--- src/rtl/d_cache_defs_pkg.sv ---
// rtl/d_cache_defs_pkg.sv - shared line geometry and mover state encoding for the d-cache data path
package d_cache_defs;

    localparam int BEATS  = 8;
    localparam int BEAT_W = $clog2(BEATS);
    localparam int SET_W  = 3;
    localparam int RAM_AW = SET_W + BEAT_W;
    localparam int BUS_AW = 32;
    localparam int DATA_W = 64;
    localparam int WEN_W  = DATA_W / 8;

    localparam logic [BEAT_W-1:0] LAST_BEAT = BEAT_W'(BEATS - 1);

    typedef enum logic [2:0] {
        IDLE,
        WB_REQ,
        WB_RD,
        WB_DATA,
        WB_RESP,
        FILL_REQ,
        FILL_DATA,
        DONE
    } mover_state_e;

endpackage

--- src/rtl/d_cache_wb_hold.sv ---
// rtl/d_cache_wb_hold.sv - one-beat writeback holding register between the data RAM and the bus
module d_cache_wb_hold
    import d_cache_defs::*;
(
    input  logic              clk,
    input  logic              rst,
    input  logic              i_load,
    input  logic [DATA_W-1:0] i_data,
    input  logic              i_ready,
    output logic              o_valid,
    output logic [DATA_W-1:0] o_data
);

    logic              r_valid;
    logic [DATA_W-1:0] r_data;

    // Capture the RAM beat on load and keep it until the bus accepts it
    always_ff @(posedge clk) begin
        if (rst) begin
            r_valid <= 1'b0;
            r_data  <= '0;
        end else if (i_load) begin
            r_data  <= i_data;
            r_valid <= ~i_ready;
        end else if (i_ready) begin
            r_valid <= 1'b0;
        end
    end

    // In the load cycle the RAM output is passed straight through so a beat costs only two cycles
    always_comb begin
        o_valid = i_load | r_valid;
        o_data  = i_load ? i_data : r_data;
    end

endmodule

--- src/rtl/d_cache_line_mover.sv ---
// rtl/d_cache_line_mover.sv - miss sequencer: optional dirty-line writeback then refill; D_CACHE_FILL_FWD_EN adds fill forwarding
module d_cache_line_mover
    import d_cache_defs::*;
(
    input  logic              clk,
    input  logic              rst,
    input  logic              req_valid,
    output logic              req_ready,
    input  logic [SET_W-1:0]  req_set,
    input  logic              req_dirty,
    input  logic [BUS_AW-1:0] req_wb_addr,
    input  logic [BUS_AW-1:0] req_fill_addr,
    output logic              busy_o,
    output logic              done_o,
    output logic [RAM_AW-1:0] ram_addr_o,
    output logic [DATA_W-1:0] ram_wdata_o,
    output logic [WEN_W-1:0]  ram_wen_o,
    input  logic [DATA_W-1:0] ram_rdata_i,
    output logic              rd_req_valid,
    input  logic              rd_req_ready,
    output logic [BUS_AW-1:0] rd_req_addr,
    input  logic              rd_data_valid,
    input  logic [DATA_W-1:0] rd_data,
    output logic              wr_req_valid,
    input  logic              wr_req_ready,
    output logic [BUS_AW-1:0] wr_req_addr,
    output logic              wr_data_valid,
    input  logic              wr_data_ready,
    output logic [DATA_W-1:0] wr_data,
    output logic              wr_data_last,
    input  logic              wr_resp_valid
`ifdef D_CACHE_FILL_FWD_EN
    ,
    output logic              fwd_valid,
    output logic [BEAT_W-1:0] fwd_beat,
    output logic [DATA_W-1:0] fwd_data
`endif
);

    mover_state_e      r_state;
    logic [BEAT_W-1:0] r_beat;
    logic [SET_W-1:0]  r_set;
    logic [BUS_AW-1:0] r_wb_addr;
    logic [BUS_AW-1:0] r_fill_addr;
    logic              r_rd_pend;

    logic              w_fill_beat;
    logic              w_hold_load;
    logic              w_hold_ready;
    logic              w_hold_valid;
    logic [DATA_W-1:0] w_hold_data;

    // Move sequencer: request latch, phase transitions and the shared beat counter
    always_ff @(posedge clk) begin
        if (rst) begin
            r_state     <= IDLE;
            r_beat      <= '0;
            r_set       <= '0;
            r_wb_addr   <= '0;
            r_fill_addr <= '0;
            r_rd_pend   <= 1'b0;
        end else begin
            r_rd_pend <= (r_state == WB_RD);
            case (r_state)
                IDLE: begin
                    if (req_valid) begin
                        r_set       <= req_set;
                        r_wb_addr   <= req_wb_addr;
                        r_fill_addr <= req_fill_addr;
                        r_beat      <= '0;
                        r_state     <= req_dirty ? WB_REQ : FILL_REQ;
                    end
                end
                WB_REQ: begin
                    if (wr_req_ready) r_state <= WB_RD;
                end
                WB_RD: begin
                    r_state <= WB_DATA;
                end
                WB_DATA: begin
                    if (wr_data_ready) begin
                        if (r_beat == LAST_BEAT) begin
                            r_state <= WB_RESP;
                        end else begin
                            r_beat  <= r_beat + 1'b1;
                            r_state <= WB_RD;
                        end
                    end
                end
                WB_RESP: begin
                    if (wr_resp_valid) begin
                        r_beat  <= '0;
                        r_state <= FILL_REQ;
                    end
                end
                FILL_REQ: begin
                    if (rd_req_ready) r_state <= FILL_DATA;
                end
                FILL_DATA: begin
                    if (rd_data_valid) begin
                        r_beat <= r_beat + 1'b1;
                        if (r_beat == LAST_BEAT) r_state <= DONE;
                    end
                end
                DONE: begin
                    r_state <= IDLE;
                end
                default: begin
                    r_state <= IDLE;
                end
            endcase
        end
    end

    // The RAM beat read in WB_RD arrives in the first WB_DATA cycle, which is when it is loaded
    assign w_hold_load  = (r_state == WB_DATA) && r_rd_pend;
    assign w_hold_ready = (r_state == WB_DATA) && wr_data_ready;

    d_cache_wb_hold u_wb_hold (
        .clk     (clk),
        .rst     (rst),
        .i_load  (w_hold_load),
        .i_data  (ram_rdata_i),
        .i_ready (w_hold_ready),
        .o_valid (w_hold_valid),
        .o_data  (w_hold_data)
    );

    // Fill beats are written in the cycle they arrive; a reset cycle never writes
    assign w_fill_beat = (r_state == FILL_DATA) && rd_data_valid && !rst;

    // Handshake and RAM port decode from the current phase
    always_comb begin
        req_ready     = (r_state == IDLE);
        busy_o        = (r_state != IDLE);
        done_o        = (r_state == DONE);
        wr_req_valid  = (r_state == WB_REQ);
        wr_req_addr   = r_wb_addr;
        rd_req_valid  = (r_state == FILL_REQ);
        rd_req_addr   = r_fill_addr;
        wr_data_valid = (r_state == WB_DATA) && w_hold_valid;
        wr_data       = w_hold_data;
        wr_data_last  = wr_data_valid && (r_beat == LAST_BEAT);
        ram_addr_o    = {r_set, r_beat};
        ram_wdata_o   = rd_data;
        ram_wen_o     = w_fill_beat ? {WEN_W{1'b1}} : {WEN_W{1'b0}};
    end

`ifdef D_CACHE_FILL_FWD_EN
    // Each accepted fill beat is also offered to the core for an early restart
    always_comb begin
        fwd_valid = w_fill_beat;
        fwd_beat  = r_beat;
        fwd_data  = rd_data;
    end
`endif

endmodule

--- config.mk ---
export PLATFORM = sky130hd
export DESIGN_NAME = d_cache_line_mover
export DESIGN_NICKNAME = d
export VERILOG_FILES = /design/src/rtl/d_cache_defs_pkg.sv /design/src/rtl/d_cache_wb_hold.sv /design/src/rtl/d_cache_line_mover.sv
export SDC_FILE = /design/constraint.sdc
export NUM_CORES = 1
export LEC_CHECK = 0
export BUFFER_PORTS_ARGS = -buffer_cell sky130_fd_sc_hd__buf_4
export CAP_MARGIN = 10
export CORE_AREA = 5 5 158 160
export DETAILED_ROUTE_END_ITERATION = 16
export DIE_AREA = 0 0 163 165
export GPL_TIMING_DRIVEN = 0
export MAX_ROUTING_LAYER = met4
export PLACE_DENSITY_LB_ADDON = 0.08
export SYNTH_ARGS = -nofsm -noshare
export SYNTH_HDL_FRONTEND = slang
export SYNTH_SLANG_ARGS = --single-unit
--- constraint.sdc ---
create_clock -name clk -period 2 [get_ports clk]
set_input_delay 0.4 -clock clk [delete_from_list [all_inputs] [get_ports clk]]
set_output_delay 0.4 -clock clk [all_outputs]
set_load 0.03 [all_outputs]
# --- Yosys cells after proc, flatten, opt, wreduce, memory -nomap -nowiden ---
# Cells that the tools add are included.
totals:
  reg_bits: 139
  input_bits: 204
  output_inout_bits: 213
  word_cells: 61
classes:
  n_addsub: 1
  n_eq_ne: 16
  mux: 20
  bitwise_logic: 2
  n_reduce_logical: 14
op_table:
  columns: ["op", "n"]
  rows:
  - ["64-bit 2-to-1 mux", 1]
  - ["3-bit 2-to-1 mux", 14]
  - ["3-bit one-hot mux with 8 select lines", 1]
  - ["3-bit == test (second input constant)", 5]
  - ["2-bit inequality test (second input constant)", 6]
  - ["3-bit one-hot mux with 4 select lines", 1]
  - ["8-bit 2-to-1 mux", 1]
  - ["7-bit AND reduction", 1]
  - ["3-bit by 2-bit == test with 1-bit output (second input constant)", 2]
  - ["1-bit logical AND", 6]
  - ["6-bit AND reduction", 1]
  - ["2-bit by 1-bit inequality test with 1-bit output (second input constant)", 2]
  - ["4-bit nonzero test", 1]
  - ["3-bit by 1-bit adder with 3-bit output (second input constant)", 1]
  - ["3-bit by 1-bit == test with 1-bit output (second input constant)", 1]
  - ["3-bit zero test", 1]
  - ["3-bit nonzero test", 1]
  - ["1-bit 2-to-1 mux", 2]
  - ["2-bit AND reduction", 1]
  - ["2-bit nonzero test", 1]
  - ["1-bit zero test", 1]
  - ["1-bit inverter", 1]
  - ["1-bit bitwise OR", 1]

# --- Logic depth before layout (Yosys ltp) ---
# Gate-level depths: netlist (run 1).
depth:
  depth_word: 5
  ltp_mapped: 7

# --- Cells and area by module ---
# Synthesis (run 1) repeated with hierarchy kept, for this count alone.
unflattened:
  cells_unflattened: 641
  area_unflattened_um2: 6159.7
by_module_without_submodules:
  columns: ["mod", "n_inst", "cells_each", "area_per_inst_um2", "seq_area_each_um2"]
  rows:
  - ["d_cache_line_mover", 1, 432, 3444.6, 1481.4]
  - ["d_cache_wb_hold", 1, 209, 2715.1, 1301.2]

# --- Worst setup path before layout (run 1) ---
# No wires, ideal clock.
synth_path:
  path_type: "register -> output"
  startpoint: "reg r_state[1]"
  endpoint: "out wr_data_last"
  arrival_ns: 1.516
  required_time_ns: 1.600
  path_slack_ns: 0.084
  stages_incl_launch_ff: 5
  path_buffers: 1
  cell_sequence: "dfxtp_1 -> buf_2 -> nand3b_1 -> nor2_1 -> and2_1"
synth_via:
  elab_chain_cells: 5
synth_lines:
  columns: ["item", "line", "source"]
  rows:
  - ["start, declared", "d_cache_line_mover.sv:40", "mover_state_e r_state;"]
  - ["start signal, assigned", "d_cache_line_mover.sv:71", "r_state <= req_dirty ? WB_REQ : FILL_REQ;"]
  - ["3-bit by 2-bit == test with 1-bit output (*)", "d_cache_line_mover.sv:116, d_cache_line_mover.sv:141", null]
  - ["1-bit logical AND", "d_cache_line_mover.sv:116", "assign w_hold_load = (r_state == WB_DATA) && r_rd_pend;"]
  - ["1-bit bitwise OR", "d_cache_wb_hold.sv:32", "o_valid = i_load | r_valid;"]
  - ["1-bit logical AND (*)", "d_cache_line_mover.sv:141", "wr_data_valid = (r_state == WB_DATA) && w_hold_valid;"]
  - ["named net wr_data_valid", "d_cache_line_mover.sv:27", "output logic wr_data_valid,"]
  - ["1-bit logical AND (*)", "d_cache_line_mover.sv:143", "wr_data_last = wr_data_valid && (r_beat == LAST_BEAT);"]
  - ["end, declared", "d_cache_line_mover.sv:30", "output logic wr_data_last,"]
# The timed path passes the listed nets; every way through them passes the cells marked *.

# --- Worst setup path after layout (run 1) ---
layout_path:
  startpoint: "reg r_state[2]"
  endpoint: "out wr_data[22]"
layout_via:
  elab_chain_cells: 3
layout_lines:
  columns: ["item", "line", "source"]
  rows:
  - ["3-bit by 2-bit == test with 1-bit output", "d_cache_line_mover.sv:116", null]
  - ["1-bit logical AND", "d_cache_line_mover.sv:116", null]
  - ["64-bit 2-to-1 mux", null, null]
  - ["end, declared", "d_cache_line_mover.sv:29", "output logic [DATA_W-1:0] wr_data,"]
# No other way between the ends.

==> flow_results.org, run 1 <==
** Run status
- The flow ran to the end, but the final reports show violations.
- Violations in the final reports :: setup timing

** Synth
- Counting flops with a built-in enable in the synthesized netlist gives 0.
- Leading post-synthesis cells by instance count :: nand2_1, dfxtp_1, buf_4
- Among all flip-flop cells after synthesis, the most frequent one is dfxtp_1.
- A synthesized cell averages 9.400 µm².
- Synth Cell Area :: 6016 µm²
- In the post-synthesis netlist, the biggest area contributors are dfxtp_1, mux2_4, buf_4.
- Of the synthesized area, sequential elements account for 46.26%.
- Number of different library cells in the post-synthesis netlist :: 33
- For this run, the number of Yosys warnings is 0.
- Biggest area consumer among synthesized cells :: dfxtp_1
- The synthesized design contains 139 register bits.
- In the synthesized netlist, the number of instances is 640.
- The top cell type by area accounts for 46.26% of the synthesized area.
- Synthesized Nets :: 847
- Cell with the most instances after synthesis :: nand2_1
- Asr flop ratio synth :: 0%

** Global route
- Leftover overflow at the end of global routing :: 0
- For this run, the total global-route usage over all layers was measured as 14.90%.
- Vias in the first global route :: 5458
- Entering global routing, the biggest net connects 17 pins.
- Initial antenna violation count :: 0
- Global-route wire length before repair :: 30.27 mm

** Min path
- Counting instances, the worst hold path has a depth of 3.
- Class of the most critical hold timing path :: input pin to flip-flop

** Worst setup path
- Required time reported for the critical path endpoint :: 1.60 ns
- Reg2Reg Capture Point :: r_beat[0]
- Peak fanout along the critical path :: 5
- Data on the critical path arrives at its endpoint at 1.89 ns.
- Worst r2r src :: r_state[2]
- STA classifies the critical path endpoint as a primary output.
- In this run the worst setup path begins at r_state[2].
- The worst setup path is of the flip-flop to primary output kind.
- Kind of start point of the critical path :: flip-flop
- The slowest stage of the critical path belongs to the cell dfxtp_4.
- Critical path's largest stage delay :: 0.34 ns
- Sum of buffers and inverters on the critical path :: 3
- Endpoint of the most critical setup path :: wr_data[22]
- The critical path crosses 6 cells after its start point.
- Reg-to-reg slack, setup :: 0.15 ns
- Gate family responsible for the most delay along the worst path :: buffers and inverters
- The critical path goes through and3b_2 -> nand2_4 -> clkbuf_16 -> clkbuf_16 -> mux2_4 -> buf_6.
- Cell repeated most along the worst path :: clkbuf_16
- Measured in cells, the most critical reg-to-reg path has a length of 6.

** Die
- Starting density of the core :: 25.86%
- 417 I/O pins were placed.
- The floorplan step set the die height to 165 µm.
- From left edge to right edge, the die measures 163 µm.
- After floorplanning, the core was sized to cover 23260 µm².
- The floorplan step defined a die boundary enclosing 26900 µm².
- The floorplan has 56 rows.

** Drt
- The first detailed-routing pass ran for 4 iterations.
- Number of nets with antenna violations after detailed routing :: 0
- Detailed routing placed a total of 2.079 mm of wire on met3.
- M1 wire length :: 8.468 mm
- For this block, the via count after detailed routing is 5524.
- After detailed routing, the number of remaining DRC violations is 0.
- Routed WL per cell :: 15.40 µm
- Routed WL :: 20.96 mm
- Mean number of vias per cell :: 4.059
- The first routing iteration left 246 violations.
- Detailed routing placed a total of 10.09 mm of wire on met2.
- In this run the top signal layer used is met4.

** Clock tree
- The later pin in the worst-skew pair is clocked with a latency of 0.42 ns.
- H-tree level count :: 4
- The clock passes through at most 2 buffers.
- CTS tree :: built
- In this run, CTS created clock tree buffers numbering 17.
- For this design, the sink count on the clock tree is 139.
- Root cell of the clock tree :: clkbuf_16
- Worst-path clk slew :: 0.06 ns
- Number of buffers inserted by hold repair at cts :: 0

** STA
- Setup TNS :: -17.16 ns
- Crit path time final :: 2.291 ns
- Post-route setup slack :: -0.2912 ns
- Setup violations remaining at the end of the flow were counted as 73.
- The number of slew-limit violations in the final report was 0.
- The number of hold violations in the final report was 0.
- Setup repair after global routing could not meet its margin everywhere.
- For the pin with the worst max-slew slack, the measured transition is 0.6238 ns.
- On the final layout, the worst clock skew is 0.01205 ns.
- In the finished design, the share of the clock period the worst path needs comes to 114.6%.
- Relative max-transition margin :: 58.42%
- Achievable Freq :: 436.5 MHz

** Power and ir drop
- Power spread over the standard cell area amounts to 853.0 nW/µm².
- Design Power :: 0.008854 W
- IR drop worst, VDD :: 0.4681 mV
- Lkg Pwr :: 5.077 nW

** Cells and area
- The net count of the finished layout is 1237.
- After filler insertion, the fill cell instance count of the layout stands at 2340.
- Excluding fillers, the count of instances in the completed layout stands at 1361.
- Layout cells sized above 1 :: 54.32%
- Inserted Diodes :: 0
- From synthesis to final layout, the design area changed by 72.52%.
- After routing the design area is 10380 µm².

** Place
- Post-Place Cell Area :: 9057 µm²
- In this run, placement finished with an instance count of 1311.
- The count of buffers added on input and output ports is 352.
- HPWL reported at the end of detailed placement :: 16.07 mm
- Placer Congestion :: 0.7635
- OpenSTA, run right after detailed placement, puts the worst setup slack at -0.3350 ns.

** Run
- The tool flagged a number of max-cap violations equal to 0.
worst min-delay path by stage:
stage,start,to
6_report,req_set[1],r_set[1]
5_1_grt,req_fill_addr[6],rd_req_addr[6]
4_1_cts,req_wb_addr[11],wr_req_addr[11]
3_5_place_dp,rd_req_addr[3],rd_req_addr[3]
3_3_place_gp,wr_req_addr[22],wr_req_addr[22]
2_1_floorplan,u_wb_hold.r_valid,u_wb_hold.r_valid
kinds of logic (layout without fill, tap and decap cells):
family	after synthesis	in the layout	share of synthesized area [%]
compound gates	81	81	7.072
xor+xnor	1	1	0.1456
fa+ha+maj	3	3	0.6240
buf+inv	116	518	12.65
flops	139	139	46.26
mux	68	68	15.18
simple gates	232	232	18.07
power by group:
| group | switching, W | internal, W | leakage (nW) |
|---|---|---|---|
| clock | 0.00123 | 0.00177 | 0.273 |
| sequential | 0.000119 | 0.00302 | 1.13 |
| combinational | 0.00160 | 0.00111 | 3.67 |
stage by stage:
stage / util [%] / hold slack [ns]
6_report: 44.62 / 0.2254
5_1_grt: 44.62 / 0.2001
4_1_cts: 43.85 / 0.2056
3_5_place_dp: 38.94 / 0.4476
3_3_place_gp: 38.94 / 0.4429
2_1_floorplan: - / 0.4472
metal layers:
layer | global-route usage [%] | vias up
met2 | 23.75 | 246
met1 | 16.92 | 2459
met3 | 6.913 | 23
met4 | 4.194 | 0
li1 | - | 2796
met5 | - | -
what timing repair did:
action | 4_1_cts | 5_1_grt
resized for setup | 136 | 22
hold endpoints to repair | 0 | 0
setup buffers | 11 | 4
cloned | 1 | 3
pin swaps | 2 | 1
endpoints found under the setup margin | 75 | 103
layout make-up:
cell class                 count  area (µm²)  share of cell area [%]
buffer                       112       857.1                   8.258
clock buffer                  21       460.4                   4.436
clock inverter                10       92.59                  0.8921
inverter                       4       15.01                  0.1447
multi-input combinational    385        2597                   25.03
sequential                   139        2794                   26.92
tap                          319       399.1                   3.846
timing repair buffer         371        3163                   30.48
registers in the layout, indices dropped and copies added, names as in the netlist:
register           flops
u_wb_hold.r_data      64
wr_req_addr           32
r_rd_pend              1
r_set                  3
rd_req_addr           32
r_beat                 3
u_wb_hold.r_valid      1
r_state                3
worst register-to-register path: cells and delay by family (launching register included):
kind | cells | cell delay [ns]
flops | 1 | 0.34
mux | 1 | 0.39
simple gates | 1 | 0.48
buf+inv | 3 | 0.34
compound gates | 1 | 0.21
placed cells by master (no fill, tap or decap), types with 3 or more instances in the layout:
cell type    n
nor2_1       6
buf_2        6
nor3_1       4
a21oi_1     72
buf_6       76
clkbuf_16   21
nand2_1    139
dfxtp_1    136
clkinv_2     4
inv_1        4
mux2_4      63
ha_1         3
nor2b_1     65
nand2b_1     4
buf_4      362
clkbuf_1    23
dfxtp_4      3
buf_12       8
No activity file was read; power rests on OpenSTA's default activity.
==> run 2, diff against run 1 <==
Settings changed: CORE_AREA 5 5 158 160 to 5 5 160 162, DIE_AREA 0 0 163 165 to 0 0 165 167, SYNTH_HIERARCHICAL from default to 1.
==> flow_results.org, run 2 <==
** Worst setup path
- Reg2Reg Capture Point :: u_wb_hold/r_data[59]
- Required time reported for the critical path endpoint :: 1.60 ns
- STA classifies the critical path endpoint as a primary output.
- Counting cells, the worst reg-to-reg path comes to 8.
- Reg-to-reg slack, setup :: 0.20 ns
- Type of the worst setup path :: flip-flop to primary output
- In this run the worst path has a maximum fanout of 7.
- Data on the critical path arrives at its endpoint at 2.06 ns.
- Kind of start point of the critical path :: flip-flop
- Worst r2r src :: r_state[2]

** Global route
- All-Layer GR Usage :: 14.57%
- The first global-routing pass estimated 30.83 mm of wire.
- The initial antenna violation count came to 0.
- Entering global routing, the biggest net connects 17 pins.
- Leftover overflow at the end of global routing :: 0
- The number of global-route vias before repair is 5647.

** Place
- Summed over all nets, the half-perimeter wirelength after detailed placement is 15.49 mm.
- In this run, placement finished with an instance count of 1317.
- Port-buffer cells :: 352
- Placer Congestion :: 0.7451
- Post-Place Cell Area :: 9241 µm²
- Post-placement worst setup slack :: -0.3006 ns

** STA
- At the pin with the least slew margin, the transition time is 0.5034 ns.
- Skew final :: 0.01152 ns
- Setup slack on the critical path of the routed design comes to -0.4595 ns.
- Final Max Slew Viols :: 0
- Tcrit/Tclk final :: 123.0%
- Setup repair after global routing could not meet its margin everywhere.
- The worst pin sits at a relative slew slack of 66.44%.
- Setup violations remaining at the end of the flow were counted as 66.
- Subtracting the final worst setup slack from the clock period gives 2.460 ns.
- Timing would allow up to 406.6 MHz.
- The number of hold violations in the final report was 0.

** Min path
- Along the worst hold path, the cell count comes to 3.
- Destination of the worst hold path :: wr_req_addr[18]
- In this run the most critical hold path is launched from req_wb_addr[18].
- The min-delay analysis places its worst path in the category input pin to flip-flop.

** Power and ir drop
- Design Power :: 0.009908 W
- IR drop worst, VDD :: 0.6308 mV
- Power spread over the standard cell area amounts to 941.0 nW/µm².
- Summed over all cells, the static leakage comes to 4.921 nW.

** Die
- Overall die area :: 27560 µm²
- Total number of placement rows :: 57
- Starting density of the core :: 25.70%
- For this design the top-level I/O count stands at 417.
- Measured along the x axis, the die boundary spans 165 µm.
- Vertical die dimension :: 167 µm
- The floorplan step defined a core boundary enclosing 23960 µm².

** Synth
- Asr flop ratio synth :: 0%
- Ranked by instance count, the synthesized netlist is headed by nand2_1, dfxtp_1, buf_4.
- Synthesis produced 641 cells.
- By area the synthesized netlist is led by dfxtp_1, mux2_4, buf_4.
- Cell with the most instances after synthesis :: nand2_1
- In the synthesized netlist the dominant register cell turns out to be dfxtp_1.
- Number of different library cells in the post-synthesis netlist :: 32
- Post-synthesis average cell area :: 9.609 µm²
- Synth Cell Area :: 6160 µm²
- Biggest area consumer among synthesized cells :: dfxtp_1
- Count of flip-flops with a built-in enable after synthesis :: 0
- Post-synthesis register bit count :: 139
- Total number of yosys warnings :: 6
- Sequential cells were found to cover 45.18% of the synthesized design area.
- Top cell type's share of synthesized area :: 45.18%
- Counting every net in the synthesized netlist gives 848.

** Cells and area
- Layout cells sized above 1 :: 56.17%
- Most frequent standard cell in the layout excluding fill and tap cells :: buf_4
- Largest register by flop count :: u_wb_hold/r_data
- Inserted Diodes :: 0
- The finished layout holds 1378 standard cells, fillers aside.
- With fillers left out, the area of the finished cells amounts to 10530 µm².
- Final nets :: 1248
- Relative to the synthesized area, the layout overhead comes to 70.95%.
- Commonest cells after routing, fill and taps aside :: buf_4, nand2_1, dfxtp_1
- Max FFs per register :: 64

** Drt
- Wires add up to 20.45 mm.
- Detailed-router iteration count before antenna repair :: 4
- Initial drt markers :: 163
- Routed via count :: 5473
- Number of nets with antenna violations after detailed routing :: 0
- DRC Markers :: 0
- Mean number of vias per cell :: 3.972
- Dividing the detail-routed wire length by the instance count gives 14.84 µm.

** Clock tree
- CTS tree :: built
- CTS Buffer Depth :: 2
- Total clock buffers created by CTS :: 17
- Worst-path clk slew :: 0.06 ns
- CTS built an H-tree with a depth of 4.
- Root cell of the clock tree :: clkbuf_16
- For this design, the CTS-stage hold fixing added 0 buffers.
- For the worst-skew pair, the clock arrives at the later sink with an insertion delay of 0.42 ns.
- The tree built by TritonCTS fans out to 139 sinks.

** Run
- Max-cap violations in this run came to 0.

** Run status
- The checks that failed: setup timing.
- Status :: complete, but fails checks
-- run 2: worst max path at each step --
stage | startpoint | to | slack (ns) | cells after the start
6_report | r_state[2] | wr_data_last | -0.46 | 8
5_1_grt | r_state[2] | wr_data_last | -0.54 | 8
4_1_cts | r_state[2] | wr_data_last | -0.54 | 8
3_5_place_dp | r_state[2] | wr_data_last | -0.30 | 8
3_3_place_gp | r_state[2] | wr_data_last | -0.28 | 8
2_1_floorplan | r_state[1] | wr_data_last | -0.12 | 8
-- run 2: area by class of cell --
class / count / area [µm²]
clock inverters: 13 / 118.9
well taps: 324 / 405.4
flip-flops and latches: 139 / 2791
fillers: 2441 / 13430
repair buffers: 383 / 3229
clock buffers: 19 / 442.9
multi-input cells: 387 / 2684
inverters: 2 / 7.507
plain buffers: 111 / 850.8
-- run 2: what timing repair did --
action                                  CTS  global route
cloned                                    4             0
gates resized for setup                 104            16
pin swaps                                 2             3
endpoints found under the setup margin   74           104
setup buffers                            22             8
-- run 2: cell families (layout without fill, tap and decap cells) --
logic type                 Yosys count  after routing  share of synthesized area (%)
AOI/OAI and AO/OA                   76             76                          6.906
adders and majority gates            3              3                         0.6094
buffers and inverters              115            528                          12.94
DFF                                139            139                          45.18
muxes                               70             70                          15.90
and+or+nand+nor                    238            238                          18.46
-- run 2: through the flow --
step	TNS [ns]	hold slack [ns]	utilization, %
after floorplan	-0.4410	0.5360	-
after global placement	-10.20	0.4434	38.57
after detailed placement	-10.51	0.4490	38.57
after CTS	-30.13	0.2024	43.66
after global routing	-30.49	0.2105	43.94
final	-24.87	0.2267	43.94
-- run 2: routing by layer --
layer | GRT usage (%) | share of wire [%] | vias up
li1 | - | - | 2803
met1 | 16.97 | 41 | 2438
met2 | 23.72 | 49 | 216
met3 | 5.388 | 8.7 | 16
met4 | 3.689 | 1.0 | 0
met5 | - | 0 | -
-- run 2: where the power goes --
group | total (W) | leakage [nW] | internal [W] | switching (W)
registers | 0.00328 | 1.13 | 0.00311 | 0.000170
clock network | 0.00303 | 0.266 | 0.00175 | 0.00128
logic | 0.00360 | 3.52 | 0.00153 | 0.00207
total | 0.00991 | 4.92 | 0.00638 | 0.00353
-- run 2: worst max-delay path, stage by stage, from the launching register on --
cell and delay (ns):
dfxtp_4 0.34, and2b_2 0.22, and3_4 0.16, buf_12 0.14
buf_12 0.13, or2_4 0.22, and3_4 0.17, and2_4 0.13
buf_6 0.13
==> run 3, diff against run 2 <==
Clock period 2 ns to 2.7 ns, I/O delays scaled along.
==> flow_results.org, run 3 (same netlist as run 2, synthesis figures left out) <==
** Run status
- Status :: finished clean

** Power and ir drop
- In this run the static leakage power is 4.682 nW.
- Across the VDD grid, the largest voltage drop is 0.4116 mV.
- Power spread over the standard cell area amounts to 725.0 nW/µm².
- Design Power :: 0.007151 W

** Global route
- Entering global routing, the biggest net connects 20 pins.
- Busiest layer in global routing :: met2
- In the global route stage, met3 resource usage came out at 5.487%.
- M2 GR Usage :: 23.05%
- The initial antenna violation count is 0.
- Global-route wire length before repair :: 29.97 mm
- All-Layer GR Usage :: 14.28%
- Met1 GRT Util :: 16.66%
- Summed over all layers, the global routing overflow is 0.
- The number of global-route vias before repair was 5507.

** Cells and area
- Final nets :: 1224
- Leaving out fill and tap cells, the most frequent cell in the layout is buf_4.
- 0 antenna diodes ended up in the layout.
- Multi-input combinational cell area :: 2594 µm²
- Layout cells sized above 1 :: 54.32%
- The register with the most flip-flops in the layout has 64 of them.
- Largest register by flop count :: u_wb_hold/r_data
- From synthesis to final layout, the design area changed by 60.15%.
- Across the whole layout, storage elements account for 2790 µm².
- Number of fillers in the final layout :: 2526
- In the layout the commonest cells are buf_4, nand2_1, dfxtp_1.

** STA
- The clock arrives with 0.009146 ns of skew.
- The number of hold violations in the final report came to 0.
- Final Max Slew Viols :: 0
- Unrepaired setup endpoints after global routing :: true
- Relative max-transition margin :: 64.10%
- Subtracting the final worst setup slack from the clock period gives 2.628 ns.
- The tightest hold path in the finished design has a slack of 0.3689 ns.
- Achievable Freq :: 380.5 MHz
- Slew at the pin closest to its max-slew limit :: 0.5385 ns
- Tcrit/Tclk final :: 97.33%
- Setup violations remaining at the end of the flow were counted as 0.

** Worst setup path
- Cell repeated most along the worst path :: buf_12
- Reg2Reg Capture Point :: rd_req_addr[17]
- The signal on the critical path passes through and2b_2 -> and3_4 -> buf_12 -> buf_12 -> buf_6 -> mux2_4 -> buf_4.
- Setup crit end kind :: primary output
- Reg-to-reg slack, setup :: 0.88 ns
- STA puts the critical path data required time at 2.16 ns.
- Number of cells on the worst reg-to-reg path :: 7
- The number of buffers and inverters on the critical path is 4.
- For this run, the slowest stage of the critical path takes 0.34 ns.
- The slowest stage of the critical path is the dfxtp_4 cell.
- At the worst endpoint, the arrival time is 2.09 ns.
- Kind of start point of the critical path :: flip-flop
- On the critical path the largest part of the delay comes from buffers and inverters.
- Worst r2r src :: r_state[1]
- The critical path is of the flip-flop to primary output type.
- Along the worst path, the maximum fanout reaches 10.

** Min path
- Class of the most critical hold timing path :: input pin to flip-flop
- Hold wc startpoint :: req_fill_addr[7]
- The worst hold path was traced through 3 stages.
- Destination of the worst hold path :: rd_req_addr[7]

** Drt
- In this run the remaining antenna-violating nets after routing total 0.
- In the routed layout, each cell is associated on average with a via count of 3.994.
- For this run, design rule violations remaining after detail routing come to 0.
- The final layout contains routed wiring with a total length of 20.35 mm.
- In the final routed layout, each cell accounts on average for 15.04 µm.
- Initial drt markers :: 137
- Detailed-router iteration count before antenna repair :: 5
- For this block, the via count after detailed routing is 5404.

** Run
- # Max-Cap Violations :: 0

** Die
- Starting density of the core :: 25.70%
- Total number of placement rows :: 57
- Floorplan Core Area :: 23960 µm²
- The floorplan step set the die height to 167 µm.
- The floorplan step defined a die boundary enclosing 27560 µm².
- 417 I/O pins were placed.
- Die width :: 165 µm

** Place
- Placer Congestion :: 0.7409
- Port buffering added 352 buffers.
- The wire-length estimate of the detail-placed layout is 15.92 mm.

** Clock tree
- The tree is rooted in a clkbuf_16.
- TritonCTS built the clock tree.
- Total number of clock tree sinks :: 139
- H-tree level count :: 4
- CTS Buffer Depth :: 2
- The later pin in the worst-skew pair is clocked with a latency of 0.41 ns.
- After clock tree synthesis, the clock-pin slew on the worst setup and hold paths is 0.06 ns.
- Buffers inserted during clock tree synthesis total 17.
run 3: changes by cell type in the layout (fill, tap and decap cells not counted), sizes merged:
cell	change
buf	-23
clkbuf	-3
clkinv	+1
clkinvlp	-1
inv	+1
run 3: through the flow:
step	worst slack, ns	utilization, %	cells	setup TNS, ns	cell area (µm²)
finish	0.07199	41.17	1353	0	9864
detailed placement	0.01090	38.42	1317	0	9208
global route	-0.01077	41.17	1353	-0.1277	9864
CTS	0.01817	41.13	1353	0	9857
global placement	0.01452	38.42	1317	0	9208
floorplan	0.1227	-	641	0	6160
run 3: how the worst max path moves through the flow:
stage | startpoint | endpoint | depth (start not counted)
3_5_place_dp | r_state[1] | wr_data_last | 9
6_report | r_state[2] | wr_data[45] | 7
5_1_grt | r_state[2] | wr_data[32] | 7
3_3_place_gp | r_state[1] | wr_data_last | 9
2_1_floorplan | r_state[1] | wr_data_last | 8
4_1_cts | r_state[2] | wr_data[18] | 7
run 3: final cells by class:
type | count | area share (%)
sequential | 139 | 28.29
timing repair buffer | 359 | 27.49
multi-input combinational | 387 | 26.29
buffer | 111 | 8.181
clock buffer | 17 | 4.313
tap | 324 | 4.110
clock inverter | 14 | 1.256
inverter | 2 | 0.07610
run 3: power by group:
group	internal [W]	switching [W]	leakage (nW)
logic	0.00102	0.00150	3.29
clock network	0.00127	0.000947	0.267
registers	0.00230	0.000119	1.13
run 3: worst min-delay path: stages:
cell and delay [ns]:
buf_4 0.11, nand2_1 0.04, a21oi_1 0.05
run 3: routing by layer:
metal | routed length, µm | part of all wire [%]
met1 | 8680 | 43
met2 | 9747 | 48
met3 | 1738 | 8.5
met4 | 180 | 0.88
met5 | 0 | 0
run 3: repair_timing:
item,in CTS,in global routing
endpoints found under the setup margin,66,34
resized for setup,14,2
hold buffers,0,0
buffers inserted,7,0
pin swaps,1,0
